--- src/rtl/uart_rx_deserializer_if.sv ---
// Bus bundle between the UART receive line side and the downstream parity checker.
// slave is the receiver (the deserializer), master is whoever drives the line and consumes frames.
interface uart_rx_deserializer_if #(
  parameter int unsigned DATA_WIDTH = 8
);
  logic                  baud_tick;
  logic                  rxd;
  logic                  parity_en;
  logic [DATA_WIDTH:0]   data_in_parity;
  logic                  rx_valid;
  logic                  framing_err;
  logic                  rx_busy;

  modport master (
    output baud_tick, rxd, parity_en,
    input  data_in_parity, rx_valid, framing_err, rx_busy
  );

  modport slave (
    input  baud_tick, rxd, parity_en,
    output data_in_parity, rx_valid, framing_err, rx_busy
  );
endinterface

--- src/rtl/uart_rx_deserializer.sv ---
// Oversampled UART receiver: start-bit qualification, LSB-first data, optional parity bit,
// stop-bit framing check and a break state that holds off reception while the line stays low.
module uart_rx_deserializer #(
  parameter int unsigned DATA_WIDTH = 8,
  parameter int unsigned OVERSAMPLE = 16
) (
  input  logic                 HCLK,
  input  logic                 HRESETn,
  uart_rx_deserializer_if.slave bus
);

  localparam int unsigned CNT_W = (OVERSAMPLE > 2) ? $clog2(OVERSAMPLE) : 1;
  localparam int unsigned BIT_W = (DATA_WIDTH > 2) ? $clog2(DATA_WIDTH) : 1;
  localparam logic [CNT_W-1:0] CNT_LAST = CNT_W'(OVERSAMPLE - 1);
  // Start qualification happens on the tick that brings the counter to OVERSAMPLE/2-1.
  localparam logic [CNT_W-1:0] CNT_MID  = CNT_W'(OVERSAMPLE / 2 - 2);
  localparam logic [BIT_W-1:0] BIT_LAST = BIT_W'(DATA_WIDTH - 1);

  typedef enum logic [2:0] {IDLE, START, DATA, PARITY, STOP, BREAK} state_t;

  state_t                state_q, state_n;
  logic                  rxd_m, rxd_s;
  logic [CNT_W-1:0]      cnt_q, cnt_n;
  logic [BIT_W-1:0]      bit_q, bit_n;
  logic [DATA_WIDTH-1:0] shreg_q, shreg_n;
  logic                  par_q, par_n;
  logic                  par_en_q, par_en_n;
  logic                  stop_q, stop_n;
  logic                  pend_q, pend_n;
  logic [DATA_WIDTH:0]   dout_q;
  logic                  valid_q;
  logic                  ferr_q;
  logic                  busy_q;

  // Synchronizer, FSM state and registered outputs.
  always_ff @(posedge HCLK) begin
    if (!HRESETn) begin
      rxd_m    <= 1'b1;
      rxd_s    <= 1'b1;
      state_q  <= IDLE;
      cnt_q    <= '0;
      bit_q    <= '0;
      shreg_q  <= '0;
      par_q    <= 1'b0;
      par_en_q <= 1'b0;
      stop_q   <= 1'b1;
      pend_q   <= 1'b0;
      dout_q   <= '0;
      valid_q  <= 1'b0;
      ferr_q   <= 1'b0;
      busy_q   <= 1'b0;
    end else begin
      rxd_m    <= bus.rxd;
      rxd_s    <= rxd_m;
      state_q  <= state_n;
      cnt_q    <= cnt_n;
      bit_q    <= bit_n;
      shreg_q  <= shreg_n;
      par_q    <= par_n;
      par_en_q <= par_en_n;
      stop_q   <= stop_n;
      pend_q   <= pend_n;
      valid_q  <= pend_q;
      busy_q   <= (state_n != IDLE);
      if (pend_q) begin
        dout_q <= {par_q, shreg_q};
        ferr_q <= ~stop_q;
      end
    end
  end

  // Next-state logic; everything advances only on baud_tick.
  always_comb begin
    state_n  = state_q;
    cnt_n    = cnt_q;
    bit_n    = bit_q;
    shreg_n  = shreg_q;
    par_n    = par_q;
    par_en_n = par_en_q;
    stop_n   = stop_q;
    pend_n   = 1'b0;
    if (bus.baud_tick) begin
      case (state_q)
        IDLE: begin
          if (!rxd_s) begin
            state_n  = START;
            cnt_n    = '0;
            par_en_n = bus.parity_en;
            par_n    = 1'b0;
          end
        end
        START: begin
          if (cnt_q == CNT_MID) begin
            cnt_n   = '0;
            bit_n   = '0;
            state_n = rxd_s ? IDLE : DATA;
          end else begin
            cnt_n = cnt_q + 1'b1;
          end
        end
        DATA: begin
          if (cnt_q == CNT_LAST) begin
            cnt_n   = '0;
            shreg_n = {rxd_s, shreg_q[DATA_WIDTH-1:1]};
            if (bit_q == BIT_LAST) begin
              bit_n   = '0;
              state_n = par_en_q ? PARITY : STOP;
            end else begin
              bit_n = bit_q + 1'b1;
            end
          end else begin
            cnt_n = cnt_q + 1'b1;
          end
        end
        PARITY: begin
          if (cnt_q == CNT_LAST) begin
            cnt_n   = '0;
            par_n   = rxd_s;
            state_n = STOP;
          end else begin
            cnt_n = cnt_q + 1'b1;
          end
        end
        STOP: begin
          if (cnt_q == CNT_LAST) begin
            cnt_n   = '0;
            stop_n  = rxd_s;
            pend_n  = 1'b1;
            state_n = rxd_s ? IDLE : BREAK;
          end else begin
            cnt_n = cnt_q + 1'b1;
          end
        end
        BREAK: begin
          if (rxd_s) state_n = IDLE;
        end
        default: state_n = IDLE;
      endcase
    end
  end

  assign bus.data_in_parity = dout_q;
  assign bus.rx_valid       = valid_q;
  assign bus.framing_err    = ferr_q;
  assign bus.rx_busy        = busy_q;

endmodule

--- src/flat_wrapper.sv ---
// flat-port wrapper written by rule: the top's interface ports become plain ports
module uart_rx_deserializer_flat 
#(
  parameter int unsigned DATA_WIDTH = 8,
  parameter int unsigned OVERSAMPLE = 16
)
  (HCLK, HRESETn, bus_baud_tick, bus_rxd, bus_parity_en, bus_data_in_parity, bus_rx_valid, bus_framing_err, bus_rx_busy);
  uart_rx_deserializer_if #(.DATA_WIDTH(DATA_WIDTH)) bus_i ();
  input  logic HCLK;
  input  logic HRESETn;
  input wire logic [$bits(bus_i.baud_tick)-1:0] bus_baud_tick;
  input wire logic [$bits(bus_i.rxd)-1:0] bus_rxd;
  input wire logic [$bits(bus_i.parity_en)-1:0] bus_parity_en;
  output wire logic [$bits(bus_i.data_in_parity)-1:0] bus_data_in_parity;
  output wire logic [$bits(bus_i.rx_valid)-1:0] bus_rx_valid;
  output wire logic [$bits(bus_i.framing_err)-1:0] bus_framing_err;
  output wire logic [$bits(bus_i.rx_busy)-1:0] bus_rx_busy;
  assign bus_i.baud_tick = bus_baud_tick;
  assign bus_i.rxd = bus_rxd;
  assign bus_i.parity_en = bus_parity_en;
  assign bus_data_in_parity = bus_i.data_in_parity;
  assign bus_rx_valid = bus_i.rx_valid;
  assign bus_framing_err = bus_i.framing_err;
  assign bus_rx_busy = bus_i.rx_busy;
  uart_rx_deserializer #(.DATA_WIDTH(DATA_WIDTH), .OVERSAMPLE(OVERSAMPLE)) u_core (.HCLK(HCLK), .HRESETn(HRESETn), .bus(bus_i));
endmodule
--- config.mk ---
export PLATFORM = sky130hd
export DESIGN_NAME = uart_rx_deserializer_flat
export DESIGN_NICKNAME = d
export VERILOG_FILES = /design/src/rtl/uart_rx_deserializer_if.sv /design/src/rtl/uart_rx_deserializer.sv /design/src/flat_wrapper.sv
export SDC_FILE = /design/constraint.sdc
export NUM_CORES = 1
export LEC_CHECK = 0
export ABC_CLOCK_PERIOD_IN_PS = 2310
export BUFFER_PORTS_ARGS = -buffer_cell sky130_fd_sc_hd__buf_2
export CORE_MARGIN = 2
export CORE_UTILIZATION = 61
export DETAILED_ROUTE_END_ITERATION = 12
export PLACE_DENSITY = 0.82
export SETUP_SLACK_MARGIN = 0.15
export SYNTH_ARGS = -nofsm -noshare
export SYNTH_HDL_FRONTEND = slang
export SYNTH_SLANG_ARGS = --single-unit
--- constraint.sdc ---
create_clock -name HCLK -period 2.31 [get_ports HCLK]
set_input_delay 0.231 -clock HCLK [delete_from_list [all_inputs] [get_ports HCLK]]
set_output_delay 0.231 -clock HCLK [all_outputs]
set_load 0.005 [all_outputs]
==> run summary, run 1 <==
Final setup violation count: 0
unrepaired setup endpoints after global routing: no
skew final: 0.00782 ns
vias in the first global route: 1222
Detail Route Antenna Nets: 0
maximum VDD drop: 0.000527 V
fin crit period: 1.97 ns
Final period util: 85.4%
initial DRC count: 28
non-filler cells, final: 217
Pleak: 0.674 nW
CP bufs+invs: 0
ant diodes: 0
Arr. time, crit path: 2.18 ns
drt pass-1 iters: 4
Layout area overhead: 8.32%
Synth top area share: 44.4%
post-layout util: 70.4%
Synth area leaders: dfxtp_1 (44%), mux2i_1 (11%), nor2_1 (6.0%)
Worst Setup Start Kind: flip-flop
CP Max Fanout: 15
clock latency on the worst-skew pair: 0.35 ns
drt drc: 0
syn_area_per_cell: 9.39 µm²
wire length per cell: 14.3 µm
max-cap violations: 0
Synth warnings: 0
layout cells sized above 1: 16.6%
Hold Path Class: in2reg
# nets final: 195
Mapped Nets: 182
critical path endpoint category: flip-flop
Clock Pin Slew Worst Setup and Hold Paths: 0.10 ns
Slew headroom: 51.8%
total I/O pin count: 17
Longest Clk Path Bufs: 2
sequential-to-total area share from yosys stat: 44.4%
height of the die: 55.6 µm
CP Cell Sequence: nor3b_1 -> a21boi_0 -> o2111ai_1 -> a21oi_1
CTS Sinks: 36
Hold Vio Cnt, Final: 0
routed vias: 1282
antenna violations before repair: 0
Worst path slowest cell: dfxtp_1
total CTS buffers: 5
commonest non-fill, non-tap cell in the layout: dfxtp_1
clk root buf: clkbuf_4
Initial Util: 65.0%
Mapped Cells: 173
DP HPWL: 2130 µm
Port Buffers: 16
placed insts: 209
largest net degree at the start of global routing: 25
routability cong.: 0.804
Setup Fix Bufs, Post-CTS: 0
Setup TNS: 0 ns
Cell variety after synth: 41
global route overflow: 0
cell area power density: 603 nW/µm²
most frequent cells in the layout: dfxtp_1 (36), nor2_1 (26), mux2i_1 (18), buf_2 (16), o21ai_0 (10)
core area: 2500 µm²
Yosys reg bits: 36
CTS tree: yes
first-pass GRT wire length: 5470 µm
Pwr Total: 1.06 mW
GRT Overall Usage: 22.5%
Max Fclk: 0.507 GHz
die area: 3090 µm²
Critical Path RT: 2.52 ns
Hold Worst Slack: 0.0694 ns
DR vias/cell: 5.91
max incr delay on CP: 0.63 ns
H-tree depth: 2
status: finished, final reports clean
Routed Wire Length: 3100 µm
CP Class: reg2reg
mapped cell area: 1620 µm²
Final Slew Violations: 0
family with the most delay on the worst path: flip-flops
Chip Width: 55.6 µm
Core Rows: 18
slew of the pin with the lowest slew margin: 0.722 ns
Synth area leader: dfxtp_1
==> flip-flops by register name (all words and copies together), names as in the netlist <==
name                       cells
u_core.par_q                   1
u_core.state_q                 3
u_core.bus.rx_valid            1
u_core.rxd_m                   1
u_core.bus.framing_err         1
u_core.bus.data_in_parity      9
u_core.shreg_q                 8
u_core.stop_q                  1
u_core.rxd_s                   1
u_core.cnt_q                   4
u_core.pend_q                  1
u_core.par_en_q                1
u_core.bus.rx_busy             1
u_core.bit_q                   3
==> worst reg2reg max path: cells and delay by family, from the launching register on <==
kind | cells | cell delay (ns)
flops | 1 | 0.63
simple gates | 1 | 0.62
compound gates | 3 | 0.58
==> cell type report <==
type	instances	area, µm²
multi-input combinational	123	840
clock buffer	7	55.1
clock inverter	1	7.51
timing repair buffer	17	87.6
tap	30	37.5
fill	208	741
sequential	36	721
inverter	3	11.3
==> final timing paths <==
check                    end               from  slack [ns]  depth (start not counted)
max          u_core.bit_q[0]  u_core.state_q[0]        0.34                          4
min             u_core.rxd_m            bus_rxd        0.07                          2
max reg2reg  u_core.bit_q[0]  u_core.state_q[0]        0.34                          4
min reg2reg     u_core.rxd_s       u_core.rxd_m        0.43                          1
==> metal layers <==
metal / track usage (%) / vias to the layer above / routed length, µm
li1: - / 640 / -
met1: 28.9 / 598 / 1430
met2: 33.5 / 36 / 1420
met3: 6.28 / 8 / 149
met4: 13.9 / 0 / 89
met5: 0 / - / 0
==> report_power, final <==
group | internal [mW] | total (mW) | switching (mW)
combinational | 0.0276 | 0.0690 | 0.0414
sequential | 0.628 | 0.637 | 0.00835
clock | 0.149 | 0.355 | 0.206
==> synthesized netlist by cell type <==
master and instances:
nand3_1 3, a31oi_1 1, a21oi_1 7, or3b_2 2, or4b_4 1, inv_1 3, mux2i_1 18, ha_1 4
a21boi_0 1, dfxtp_1 36, o211ai_1 3, or4_1 1, nor3_1 1, and2_1 2, nand4_1 2, o32ai_1 1
nand4b_1 1, xnor2_1 1, and3_4 1, buf_2 4, o21ai_0 10, nand3b_1 1, o2111ai_1 3, a211o_1 1
and3b_1 1, o31ai_1 1, o221ai_1 1, and3_1 4, a22oi_1 1, xor2_1 3, clkbuf_1 4, nor2_1 26
a31o_4 1, nand2b_1 4, nor2b_1 3, buf_4 2, nor3b_1 3, a211oi_2 1, buf_1 1, nand2_1 6
a211oi_1 3
==> through the flow <==
| stage | area, µm² | worst slack, ns |
|---|---|---|
| 2_1_floorplan | 1620 | 0.725 |
| 3_3_place_gp | 1700 | 0.472 |
| 3_5_place_dp | 1700 | 0.313 |
| 4_1_cts | 1760 | 0.295 |
| 5_1_grt | 1760 | 0.178 |
| 6_report | 1760 | 0.337 |
==> kinds of logic after synthesis <==
family	Yosys count	share of synthesized area, %
AOI/OAI and AO/OA	35	14.9
buffers and inverters	14	4.01
adders and majority gates	4	3.08
and+or+nand+nor	62	20.4
DFF	36	44.4
muxes	18	11.1
xor gates and xnor gates	4	2.16
==> what timing repair did <==
item	in CTS	in global routing
hold buffers	0	0
endpoints found under the setup margin	0	3
gates resized for setup	0	1
(Power assumes the default switching activity.)
==> run 2: changes to the inputs <==
CORE_UTILIZATION = 30   (was 61)
PLACE_DENSITY = default   (was 0.82)
==> run 2 against run 1 <==
Clock skew is 0.00088 ns lower; total power rose by 18%; via count down 2.9%; sequential cell count did not move; sequential power is essentially flat; cell area up 6.4%; clock-buffer cell count down 2; worst hold slack better by 0.051 ns; non-clock buffer count increased by 2; largest cell class unchanged.
==> run summary, run 2 (synthesized netlist as in run 1, its figures left out) <==
setup ws final: 0.385 ns (was 0.337 ns)
Setup Fix Bufs, Post-CTS: 0 (unchanged)
Routed Wire Length: 3080 µm (was 3100 µm)
Detail Route Antenna Nets: 0 (unchanged)
layout cells sized above 1: 17.5% (was 16.6%)
cell area power density: 667 nW/µm² (was 603 nW/µm²)
met3 WL: 117 µm (was 149 µm)
clk root buf: clkbuf_8 (was clkbuf_4)
Core Rows: 26 (was 18)
routed vias: 1245 (was 1282)
CTS tree: yes (unchanged)
fin crit period: 1.93 ns (was 1.97 ns)
Register Area: 721 µm² (unchanged)
max-cap violations: 0 (unchanged)
CP Class: reg2reg (unchanged)
non-filler cells, final: 259 (was 217)
Top Metal Used: met4 (unchanged)
placed insts: 251 (was 209)
CTS Sinks: 36 (unchanged)
Slew headroom: 49.6% (was 51.8%)
# nets final: 197 (was 195)
Largest register FFs: 9 (unchanged)
family with the most delay on the worst path: simple AND/OR/NAND/NOR gates (was flip-flops)
Pleak: 0.706 nW (was 0.674 nW)
Initial Util: 31.4% (was 65.0%)
first-pass GRT wire length: 5440 µm (was 5470 µm)
GRT Overall Usage: 11.4% (was 22.5%)
core area: 5170 µm² (was 2500 µm²)
routability cong.: 0.757 (was 0.804)
wire length per cell: 11.9 µm (was 14.3 µm)
fill count: 534 (was 208)
slew of the pin with the lowest slew margin: 0.755 ns (was 0.722 ns)
maximum VDD drop: 0.000397 V (was 0.000527 V)
Layout area overhead: 15.3% (was 8.32%)
Hold Path Class: in2reg (unchanged)
Hold Vio Cnt, Final: 0 (unchanged)
status: finished, final reports clean (unchanged)
CP dominant cell by count: and3_1
Final period util: 83.4% (was 85.4%)
Place WS: 0.388 ns (was 0.313 ns)
Hold Worst Slack: 0.120 ns (was 0.0694 ns)
clock latency on the worst-skew pair: 0.29 ns (was 0.35 ns)
post-cts sizing count: 0 (unchanged)
global route overflow: 0 (unchanged)
Chip Width: 77.6 µm (was 55.6 µm)
drt pass-1 iters: 4 (unchanged)
Final setup violation count: 0 (unchanged)
Port Buffers: 16 (unchanged)
initial DRC count: 45 (was 28)
Critical Path RT: 2.46 ns (was 2.52 ns)
largest net degree at the start of global routing: 25 (unchanged)
commonest non-fill, non-tap cell in the layout: dfxtp_1 (unchanged)
CP Cell Sequence: ha_1 -> and3_1 -> and3_1 -> mux2i_1 -> nor2_1 (was nor3b_1 -> a21boi_0 -> o2111ai_1 -> a21oi_1)
max incr delay on CP: 0.51 ns (was 0.63 ns)
Clock Pin Slew Worst Setup and Hold Paths: 0.07 ns (was 0.10 ns)
die area: 6020 µm² (was 3090 µm²)
total CTS buffers: 5 (unchanged)
H-tree depth: 2 (unchanged)
DP HPWL: 2130 µm (about the same)
ant diodes: 0 (unchanged)
Longest Clk Path Bufs: 2 (unchanged)
Final Slew Violations: 0 (unchanged)
total I/O pin count: 17 (unchanged)
Worst Setup Start Kind: flip-flop (unchanged)
CTS Hold Buffers Added: 0 (unchanged)
critical path endpoint category: flip-flop (unchanged)
Metal-1 WL: 1530 µm (was 1430 µm)
skew final: 0.00694 ns (was 0.00782 ns)
drt drc: 0 (unchanged)
unrepaired setup endpoints after global routing: no (unchanged)
CP bufs+invs: 0 (unchanged)
Pwr Total: 1.25 mW (was 1.06 mW)
Worst path slowest cell: and3_1 (was dfxtp_1)
met2 wire len: 1380 µm (was 1420 µm)
Arr. time, crit path: 2.07 ns (was 2.18 ns)
Setup TNS: 0 ns (unchanged)
CP Max Fanout: 10 (was 15)
area of the multi-input gates: 838 µm² (was 840 µm²)
height of the die: 77.6 µm (was 55.6 µm)
vias in the first global route: 1191 (was 1222)
antenna violations before repair: 0 (unchanged)
DR vias/cell: 4.81 (was 5.91)
most frequent cells in the layout: dfxtp_1 (36), nor2_1 (26), mux2i_1 (18), buf_2 (16), o21ai_0 (10) (unchanged)
Max Fclk: 0.519 GHz (was 0.507 GHz)
[run 2: final cells by class]
class,instances,area share (%)
tap,70,4.68
clock inverter,3,2.27
sequential,36,38.5
multi-input combinational,123,44.8
clock buffer,5,3.68
timing repair buffer,19,5.48
inverter,3,0.602
[run 2: worst paths after layout]
kind / startpoint / cells after the start / end / slack (ns)
min: bus_rxd / 2 / u_core.rxd_m / 0.12
min reg2reg: u_core.rxd_m / 1 / u_core.rxd_s / 0.41
max reg2reg: u_core.cnt_q[0] / 5 / u_core.shreg_q[5] / 0.38
max: u_core.cnt_q[0] / 5 / u_core.shreg_q[5] / 0.38
[run 2: where the power goes]
part | internal, mW | switching, mW
sequential | 0.628 | 0.0108
combinational | 0.0289 | 0.0394
clock | 0.319 | 0.222
total | 0.976 | 0.273
[run 2: metal layers]
layer | vias up | track usage [%]
li1 | 644 | -
met1 | 574 | 14.6
met2 | 23 | 17.3
met3 | 4 | 2.91
met4 | 0 | 6.43
met5 | - | 0
[run 2: through the flow]
step / cell area (µm²) / utilization, %
2_1_floorplan: 1620 / -
3_3_place_gp: 1760 / 34.0
3_5_place_dp: 1760 / 34.0
4_1_cts: 1870 / 36.2
5_1_grt: 1870 / 36.2
6_report: 1870 / 36.2
[run 2: worst reg2reg max path: stages, from the launching register on]
cell     delay, ns
dfxtp_1       0.38
ha_1          0.21
and3_1        0.38
and3_1        0.51
mux2i_1       0.25
nor2_1        0.06
